## src/rtl/pc_sequencer.sv

```systemverilog
// Fetch-stage program counter with prioritised redirects and a circular
// return-address stack for call/return.
module pc_sequencer #(
  parameter int unsigned      WIDTH        = 32,
  parameter int unsigned      STEP         = 1,
  parameter logic [WIDTH-1:0] RESET_VECTOR = '0,
  parameter int unsigned      RAS_DEPTH    = 8
) (
  input  logic                           Clock,
  input  logic                           Reset,
  input  logic                           Halt,
  input  logic                           Branch,
  input  logic                           Zero,
  input  logic                           Jump,
  input  logic                           Call,
  input  logic                           Return,
  input  logic                           ChangePC,
  input  logic [WIDTH-1:0]               AddressJump,
  input  logic [WIDTH-1:0]               PcIn,
  output logic [WIDTH-1:0]               PcOut,
  output logic                           Taken,
  output logic [$clog2(RAS_DEPTH+1)-1:0] RasCount,
  output logic                           RasOverflow,
  output logic                           RasUnderflow
);

  localparam int CNT_W = $clog2(RAS_DEPTH + 1);
  localparam int PTR_W = $clog2(RAS_DEPTH);

  typedef enum logic [2:0] {
    ACT_HOLD,
    ACT_INC,
    ACT_JUMP,
    ACT_CALL,
    ACT_RET,
    ACT_LOAD
  } action_t;

  action_t          action;
  logic [WIDTH-1:0] ras [RAS_DEPTH];
  logic [PTR_W-1:0] top, top_next, top_inc, top_dec;
  logic [CNT_W-1:0] cnt_next;
  logic [WIDTH-1:0] seq_pc, pc_next;
  logic             taken_next, ovf_next, unf_next, push_en;

  // top points at the next free slot; both directions wrap so a full stack
  // overwrites its oldest entry.
  assign seq_pc  = PcOut + WIDTH'(STEP);
  assign top_inc = (top == PTR_W'(RAS_DEPTH - 1)) ? '0 : top + PTR_W'(1);
  assign top_dec = (top == '0) ? PTR_W'(RAS_DEPTH - 1) : top - PTR_W'(1);

  always_comb begin
    action = ACT_HOLD;
    if (Branch && Zero) action = ACT_JUMP;
    else if (Jump)      action = ACT_JUMP;
    else if (Call)      action = ACT_CALL;
    else if (Return)    action = ACT_RET;
    else if (ChangePC)  action = ACT_LOAD;
    else if (!Halt)     action = ACT_INC;
  end

  always_comb begin
    // NOTE: every output of this block gets a default first so no path can
    // leave one unassigned and infer a latch.
    pc_next    = PcOut;
    top_next   = top;
    cnt_next   = RasCount;
    ovf_next   = RasOverflow;
    unf_next   = RasUnderflow;
    taken_next = 1'b0;
    push_en    = 1'b0;
    unique case (action)
      ACT_INC:  pc_next = seq_pc;
      ACT_JUMP: begin
        pc_next    = AddressJump;
        taken_next = 1'b1;
      end
      ACT_CALL: begin
        pc_next    = AddressJump;
        taken_next = 1'b1;
        push_en    = 1'b1;
        top_next   = top_inc;
        if (RasCount == CNT_W'(RAS_DEPTH)) ovf_next = 1'b1;
        else                               cnt_next = RasCount + CNT_W'(1);
      end
      ACT_RET: begin
        taken_next = 1'b1;
        if (RasCount == '0) begin
          pc_next  = AddressJump;
          unf_next = 1'b1;
        end else begin
          pc_next  = ras[top_dec];
          top_next = top_dec;
          cnt_next = RasCount - CNT_W'(1);
        end
      end
      ACT_LOAD: begin
        pc_next    = PcIn;
        taken_next = 1'b1;
      end
      default: ;
    endcase
  end

  // NOTE: registered state uses non-blocking assignments so every flop
  // samples pre-edge values regardless of statement order.
  always_ff @(posedge Clock) begin
    if (Reset) begin
      PcOut        <= RESET_VECTOR;
      Taken        <= 1'b0;
      RasCount     <= '0;
      RasOverflow  <= 1'b0;
      RasUnderflow <= 1'b0;
      top          <= '0;
    end else begin
      PcOut        <= pc_next;
      Taken        <= taken_next;
      RasCount     <= cnt_next;
      RasOverflow  <= ovf_next;
      RasUnderflow <= unf_next;
      top          <= top_next;
    end
  end

  // NOTE: stack storage has no reset; RasCount alone defines which entries
  // are valid, so clearing the array would only cost flops.
  always_ff @(posedge Clock) begin
    if (push_en && !Reset) ras[top] <= seq_pc;
  end

endmodule
```

## config.mk

```make
export PLATFORM = sky130hd
export DESIGN_NAME = pc_sequencer
export DESIGN_NICKNAME = d
export VERILOG_FILES = /design/src/rtl/pc_sequencer.sv
export SDC_FILE = /design/constraint.sdc
export NUM_CORES = 1
export LEC_CHECK = 0
export CAP_MARGIN = 40
export CELL_PAD_IN_SITES_DETAIL_PLACEMENT = 2
export CELL_PAD_IN_SITES_GLOBAL_PLACEMENT = 2
export CORE_MARGIN = 5
export CORE_UTILIZATION = 46
export CTS_CLUSTER_SIZE = 16
export DETAILED_ROUTE_END_ITERATION = 10
export PLACE_DENSITY = 0.81
export SETUP_SLACK_MARGIN = 0.4
export SLEW_MARGIN = 20
export SYNTH_ARGS = -nofsm -noshare
export SYNTH_HDL_FRONTEND = slang
export SYNTH_SLANG_ARGS = --single-unit
```

## constraint.sdc

```tcl
create_clock -name Clock -period 11.4 [get_ports Clock]
set_input_delay 2.28 -clock Clock [delete_from_list [all_inputs] [get_ports Clock]]
set_output_delay 2.28 -clock Clock [all_outputs]
set_load 0.05 [all_outputs]
```

# After elaboration in Yosys (flattened, before gate mapping)
# Memory sizes are Yosys's and may differ from the RTL's.
# Index checks and enable logic that the tools add are counted.
[op_classes]
n_mux = 19
n_eq_ne = 9
reduce_logical = 13
addsub = 5
[ops]
columns = ["cell", "count"]
rows = [
  ["32-bit case mux with 4 select lines", 1],
  ["32-bit by 1-bit adder with 32-bit output, second input constant", 1],
  ["32-bit 2-to-1 mux", 1],
  ["3-bit 2-to-1 mux", 8],
  ["3-bit == test, second input constant", 3],
  ["4-bit 2-to-1 mux", 2],
  ["4-bit case mux with 2 select lines", 1],
  ["3-bit by 2-bit == test with 1-bit output, second input constant", 2],
  ["3-bit case mux with 2 select lines", 1],
  ["2-bit AND reduction", 3],
  ["1-bit 2-to-1 mux", 5],
  ["4-bit by 1-bit adder with 4-bit output, second input constant", 1],
  ["4-bit == test, second input constant", 1],
  ["4-bit zero test", 1],
  ["2-bit inequality test, second input constant", 2],
  ["4-bit nonzero test", 1],
  ["4-bit OR reduction", 1],
  ["4-bit by 1-bit subtractor with 4-bit output, second input constant", 1],
  ["3-bit by 1-bit adder with 3-bit output, second input constant", 1],
  ["3-bit by 1-bit == test with 1-bit output, second input constant", 1],
  ["3-bit zero test", 1],
  ["3-bit AND reduction", 1],
  ["3-bit by 1-bit subtractor with 3-bit output, second input constant", 1],
  ["1-bit logical AND", 2],
  ["3 further kinds", 3],
]
[word_totals]
n_memories = 1
ff_bits = 42
mem_bits_rw = 256
wordCells = 53
out_inout_bits = 39
in_bits = 73
[memory_table]
columns = ["name", "depth", "width", "rd", "rd_clocked_by_memory_dff", "wr", "line", "text"]
rows = [
  ["ras", 8, 32, 1, 0, 1, "40", "logic [WIDTH-1:0] ras [RAS_DEPTH];"],
]

# Depth between registers and ports, before layout
# Gate-level depths: netlist (run 1).
[logic_depth]
depth_word = 11
depth_mapped = 11
ltp_nobuf = 9

# Least setup slack after synthesis (run 1)
# OpenSTA, ideal clock, no wires.
[synth_path]
path_type = "input to register"
startpoint = "in Branch"
endpoint = "mem ras[1][0] (enable)"
arrival_ns = 4.948
stages = 4
t_required_ns = 10.939
setup_slack_ns = 5.991
setup_ns = 0.461
path_buffers = 0
path_cell_list = "a21oi_1 -> and3_1 -> nand2_1 -> nor3_1"
[synth_between]
elab_chain_len = 7
[synth_rtl]
columns = ["item", "line", "text"]
rows = [
  ["start, declared", "12", "input logic Branch,"],
  ["1-bit logical AND", "54", "if (Branch && Zero) action = ACT_JUMP;"],
  ["3-bit 2-to-1 mux", "54", ""],
  ["3-bit by 2-bit == test with 1-bit output", "72", "unique case (action)"],
  ["1-bit 2-to-1 mux", "72", ""],
  ["1-bit logical AND", "128", "if (push_en && !Reset) ras[top] <= seq_pc;"],
  ["1-bit 2-to-1 mux", "128", ""],
  ["1-bit 2-to-1 mux (implied by the code)", "128", ""],
  ["end, declared", "40", ""],
]
# Every way passes these cells.

# Final worst setup path (run 1)
[layout_path]
startpoint = "in Call"
endpoint = "reg PcOut[22]"
[layout_between]
elab_chain_len = 6
word_cells_on_any_way = 11
classes_between = "5 x eq/ne; 4 x mux; 2 x reduce/logical"
[layout_rtl]
columns = ["item", "line", "text"]
rows = [
  ["start, declared", "15", "input logic Call,"],
  ["3-bit 2-to-1 mux (*)", "56", "else if (Call) action = ACT_CALL;"],
  ["3-bit 2-to-1 mux (*)", "55", "else if (Jump) action = ACT_JUMP;"],
  ["3-bit 2-to-1 mux (*)", "54", ""],
  ["3-bit by 2-bit == test with 1-bit output", "72", ""],
  ["2-bit OR reduction (no source line)", "-", ""],
  ["32-bit case mux with 4 select lines / 4-bit nonzero test (equally long branches)", "-", ""],
  ["end signal, assigned", "116", "PcOut <= pc_next;"],
  ["end, declared", "20", "output logic [WIDTH-1:0] PcOut,"],
]
# Every way passes the cells marked *; elsewhere a longest branch is shown, timed or not.
# A chain may end at the register's enable or synchronous reset.

==> results.yml, run 1 <==
outcome:
  outcome: "finished, final reports clean"
critical_path:
  r2r_slack_ns: 7.65
  r2r_end: "PcOut[16]"
  crit_type: "in -> reg"
  crit_arrival_ns: 4.99
  cp_max_fo: 24
  reg2reg_depth: 8
  start_kind: "input port"
  cp-end-kind: "flop"
  timing.rr.start: "top[1]"
  critPathRequiredTime_ns: 11.82
cts:
  cts-htree-levels: 1
  clock_latency_ns: 0.58
  clock_sinks: 298
  hold_buffers: 0
  cts_made_buffers: 31
  cts_resized: 0
  clkTransAtPathRegs_ns: 0.06
  cts_root_buf: "clkbuf_16"
  cts_setup_buffers: 0
  cts_tree: "done"
  clockBufferDepth: 3
synthesis:
  synth_cells: 822
  synth.yosys.warnings: 0
  synth_most_common_cell: "edfxtp_1"
  avgSynthCellArea_sq_um: 16.0
  synth.distinct_cells: 60
  syn-num-nets: 903
  synth_edf_count: 256
  synth_flop_cell: "edfxtp_1"
  synth_area_leader_cell: "edfxtp_1"
  synthArstFlopShare_pct: 0
  yosysSeqAreaShare_pct: 65.0
  synth_top_family_by_area: "multiplexers"
  synth_compound_area_share_pct: 6.52
  synthMuxAreaShare_pct: 13.1
  synth_common_cells: "edfxtp_1 (256), mux4_2 (58), dfxtp_1 (42)"
  synth_xor_area_share_pct: 4.00
  synthAdderAreaFrac_pct: 0.820
  syn_area_sq_mm: 0.0131
  synth-simple-area-share_pct: 8.15
  synth_area_leaders: "edfxtp_1 (59%), mux4_2 (10%), dfxtp_1 (6.4%)"
  synth_top_area_share_pct: 58.6
  ys_ff_latch: 298
hold_path:
  hold_depth: 2
  min_to: "RasOverflow"
  hold_path_class: "reg -> reg"
  min_from: "RasOverflow"
drt:
  ant_nets: 0
  drc: 0
  wirelength_mm: 46.8
  dr.pass1.iters: 5
  via_per_inst: 6.47
  wire_per_inst_um: 34.8
  via_count: 8700
  drt_iter0_drc: 787
power_and_ir_drop:
  p_int_uw: 1990
  p_leak_uw: 0.00501
  p_sw_share_pct: 25.9
  power_density_mw_per_mm2: 170
  comb_power_share_pct: 13.3
  vdd_drop_max_mv: 0.130
  total_power_uw: 2680
  p_sw_uw: 695
  pwr-share-seq_pct: 46.4
  pwr-share-clk_pct: 40.3
finish:
  antenna_cells: 0
  drive_gt1_share_pct: 18.3
  areaGrowthSynthToFinish_pct: 20.4
  final_nets: 1023
sta:
  slew_headroom_pct: 41.5
  final-hold-violation-count: 0
  setup_ws_ns: 6.83
  min_period_ns: 4.57
  holdWs_ns: 0.455
  finClkSkew_ns: 0.0158
  rsz0062_at_grt: "no"
  setup_viol: 0
  finalCritPeriodShare_pct: 40.1
  worst_slew_pin_slew_ns: 0.876
  report.final.slew_viol_count: 0
  max_freq_mhz: 219
  tns_ns: 0
place:
  routabilityCongestion: 0.836
  hpwl_mm: 28.6
  pre_cts_ws_ns: 6.04
  port_buffers: 111
global_routing:
  first_global_vias: 9711
  gr-total-overflow: 0
  antenna_found_initial: 0
  grt_start_max_net_pins: 37
  grt_usage_pct: 29.4
  grt_pass1_wl_mm: 67.9
floorplan:
  die_x_um: 179
  num_rows: 61
  start_util_pct: 46.9
  die_h_um: 179
  core_sq_mm: 0.0280
  ioPinCount: 112
  fp.dieArea_sq_mm: 0.0320
flow_run:
  max_cap_violations: 0
cells in the final DEF, fill, tap and decap left out, types with 17 or more instances in the layout:
cell type / n
nor2b_1: 18
xor2_1: 20
clkbuf_16: 31
a211oi_1: 30
buf_4: 20
nor3_1: 21
nor2_1: 24
nand3_1: 19
clkdlybuf4s50_1: 110
a21oi_1: 20
dfxtp_1: 42
mux2_2: 17
xnor2_1: 40
mux4_2: 58
edfxtp_1: 256
nand2_1: 33
metrics by stage:
step | util (%) | std cells | area (sq um)
after floorplan | - | 822 | 13100
after global placement | 52.3 | 1281 | 14600
after detailed placement | 52.5 | 1285 | 14700
after CTS | 56.3 | 1343 | 15800
after global routing | 56.4 | 1345 | 15800
final | 56.4 | 1345 | 15800
cell families after synthesis:
logic type | after synthesis
XOR/XNOR | 60
AND/OR/NAND/NOR | 189
adder cells (fa/ha/maj) | 8
multiplexers | 87
buffers and inverters | 63
AO/OA/AOI/OAI | 117
flip-flops | 298
layout make-up:
type                       count  area [sq um]
clock buffer                  34           787
timing repair buffer         137          1360
multi-input combinational    461          4340
fill                        2409         12200
clock inverter                24           273
sequential                   298          8530
tap                          378           473
inverter                      13          48.8
flip-flops by register name, summed over array words and instances (netlist names):
signal,count
top,3
RasUnderflow,1
RasOverflow,1
ras,256
RasCount,4
PcOut,32
Taken,1
power groups by stage:
stage | Clock [uW] | Sequential [uW] | Combinational, uW
2_1_floorplan | 0 | 1290 | 183
3_3_place_gp | 0 | 1260 | 319
3_5_place_dp | 0 | 1270 | 343
4_1_cts | 1090 | 1240 | 354
5_1_grt | 1150 | 1250 | 369
6_report | 1080 | 1250 | 355
how the worst max path moves through the flow:
stage          slack, ns  startpoint  depth (start not counted)          end
6_report            6.83        Call                          7    PcOut[22]
5_1_grt             6.78      Return                         10  RasCount[3]
4_1_cts             6.58      Return                          6    PcOut[21]
3_5_place_dp        6.04      Return                          9  RasCount[3]
3_3_place_gp        5.94        Call                          6    PcOut[26]
2_1_floorplan       5.99      Branch                          4    ras[1][0]
per-layer routing:
layer,share of wire (%),vias up,global-route usage [%]
met2,50,445,49.8
li1,-,3536,-
met5,0,-,0
met1,39,4587,38.1
met4,4.3,0,10.9
met3,6.7,132,4.96
critical path, stage by stage:
cell and delay (ns):
clkdlybuf4s50_1 0.48, a211o_1 0.44, buf_8 0.22, nor2_4 0.68, nand2_1 0.42, o22ai_1 0.30, a2111oi_0 0.15
Note: power is estimated with default switching activity, not from simulation.
==> inputs of run 2 (changes only) <==
--- a/config.mk
+++ b/config.mk
@@ -9,10 +9,10 @@
 export CELL_PAD_IN_SITES_DETAIL_PLACEMENT = 2
 export CELL_PAD_IN_SITES_GLOBAL_PLACEMENT = 2
 export CORE_MARGIN = 5
-export CORE_UTILIZATION = 46
+export CORE_UTILIZATION = 38
 export CTS_CLUSTER_SIZE = 16
 export DETAILED_ROUTE_END_ITERATION = 10
-export PLACE_DENSITY = 0.81
+export PLACE_DENSITY = 0.71
 export SETUP_SLACK_MARGIN = 0.4
 export SLEW_MARGIN = 20
 export SYNTH_ARGS = -nofsm -noshare
==> constraint.sdc (replaced) <==
create_clock -name Clock -period 3.8 [get_ports Clock]
set_input_delay 0.76 -clock Clock [delete_from_list [all_inputs] [get_ports Clock]]
set_output_delay 0.76 -clock Clock [all_outputs]
set_load 0.05 [all_outputs]
==> run 2 against run 1 <==
  * Power grew to 2.9 times the previous value
  * Clock power grew to 2.7 times the previous value
  * Cell count is 6.8% higher
  * Utilization is 9.8 points lower
==> results.yml, run 2 (synthesized netlist as in run 1, its figures left out) <==
outcome:
  outcome: "finished, final reports clean"
drt:
  drc: 0
  via_per_inst: 5.75
  via_count: 8258
  wirelength_mm: 40.5
  drt_iter0_drc: 543
  wire_per_inst_um: 28.2
  dr.pass1.iters: 6
  ant_nets: 0
floorplan:
  num_rows: 68
  fp.dieArea_sq_mm: 0.0384
  core_sq_mm: 0.0343
  die_x_um: 196
  start_util_pct: 38.3
  ioPinCount: 112
  die_h_um: 196
power_and_ir_drop:
  vdd_drop_max_mv: 0.328
  power_density_mw_per_mm2: 482
  p_leak_uw: 0.00504
  total_power_uw: 7710
finish:
  largest_register: "ras"
  areaGrowthSynthToFinish_pct: 21.8
  fin_area_sq_mm: 0.0160
  drive_gt1_share_pct: 19.0
  largest_register_ffs: 256
  final_common_cell: "edfxtp_1"
  largestRegisters: "ras (256), PcOut (32), RasCount (4)"
  mostFrequentLayoutCells: "edfxtp_1 (256), clkdlybuf4s50_1 (110), mux4_2 (58)"
  final_nets: 1036
sta:
  final-hold-violation-count: 0
  min_period_ns: 3.11
  setup_viol: 0
  finClkSkew_ns: 0.0183
  max_freq_mhz: 322
  worst_slew_pin_slew_ns: 0.877
  report.final.slew_viol_count: 0
  finalCritPeriodShare_pct: 81.8
  slew_headroom_pct: 41.1
  tns_ns: 0
  rsz0062_at_grt: "no"
place:
  hpwl_mm: 26.2
  post_dp_cell_area_sq_mm: 0.0150
  routabilityCongestion: 0.764
  port_buffers: 111
critical_path:
  cp-end-kind: "flop"
  critPathRequiredTime_ns: 4.23
  reg2reg_depth: 9
  timing.rr.start: "top[1]"
  critical_path.endpoint: "PcOut[8]"
  start_kind: "flop"
  crit_type: "reg -> reg"
  crit_arrival_ns: 3.54
  cp_max_fo: 20
  r2r_end: "PcOut[8]"
  r2r_slack_ns: 0.69
  startpoint: "top[1]"
cts:
  clock_latency_ns: 0.56
  cts_tree: "done"
  cts_root_buf: "clkbuf_16"
  hold_buffers: 0
  cts-htree-levels: 1
  clkTransAtPathRegs_ns: 0.06
  cts_setup_buffers: 0
  cts_made_buffers: 31
  clockBufferDepth: 3
  cts_resized: 0
  clock_sinks: 298
global_routing:
  gr-total-overflow: 0
  grt_start_max_net_pins: 42
  grt_pass1_wl_mm: 61.5
  grt_usage_pct: 21.1
  antenna_found_initial: 0
  first_global_vias: 9186
flow_run:
  max_cap_violations: 0
hold_path:
  hold_path_class: "reg -> reg"
## run 2: power breakdown
part	switching, uW	internal (uW)	total, uW	leakage [uW]
combinational	593	442	1040	0.00187
sequential	86.9	3640	3720	0.00269
clock	1260	1690	2950	0.000477
## run 2: area by class of cell
| cell class | count | area, sq um |
|---|---|---|
| diodes | 1 | 2.50 |
| clock buffers | 42 | 847 |
| clock inverters | 16 | 128 |
| fillers | 3179 | 18300 |
| inverters | 13 | 48.8 |
| multi-input cells | 461 | 4350 |
| flip-flops and latches | 298 | 8530 |
| well taps | 455 | 569 |
| repair buffers | 150 | 1510 |
## run 2: critical path, stage by stage, from the launching register on
cell and delay, ns:
dfxtp_1 0.51, inv_1 0.13, ha_2 0.19, ha_2 0.19, nor2b_4 0.22, buf_4 0.42
mux4_2 0.56, mux2_2 0.28, a2111oi_0 0.36, a211oi_1 0.09
## run 2: worst min path at each step
stage / cells after the start / startpoint / slack, ns / to
2_1_floorplan: 1 / top[0] / 0.52 / top[0]
3_3_place_gp: 2 / RasOverflow / 0.44 / RasOverflow
3_5_place_dp: 2 / RasOverflow / 0.47 / RasOverflow
4_1_cts: 2 / RasOverflow / 0.48 / RasOverflow
5_1_grt: 2 / RasOverflow / 0.50 / RasOverflow
6_report: 2 / RasOverflow / 0.47 / RasOverflow
## run 2: per-stage QoR
| stage | hold WS, ns | setup slack, ns | utilization, % | std cells |
|---|---|---|---|---|
| 5_1_grt | 0.501 | 0.488 | 46.6 | 1435 |
| 6_report | 0.470 | 0.690 | 46.6 | 1436 |
| 3_5_place_dp | 0.471 | 0.480 | 43.8 | 1377 |
| 2_1_floorplan | 0.521 | 0.768 | - | 822 |
| 3_3_place_gp | 0.438 | 0.491 | 43.8 | 1377 |
| 4_1_cts | 0.481 | 0.646 | 46.6 | 1435 |
## run 2: per-layer routing
metal,global-route usage [%],vias to the layer above,wire (um),part of all wire [%]
met5,0,-,0,0
met4,4.97,0,855,2.1
met3,2.90,60,1740,4.3
met2,36.6,223,20500,51
met1,28.4,4404,17400,43
li1,-,3571,-,-
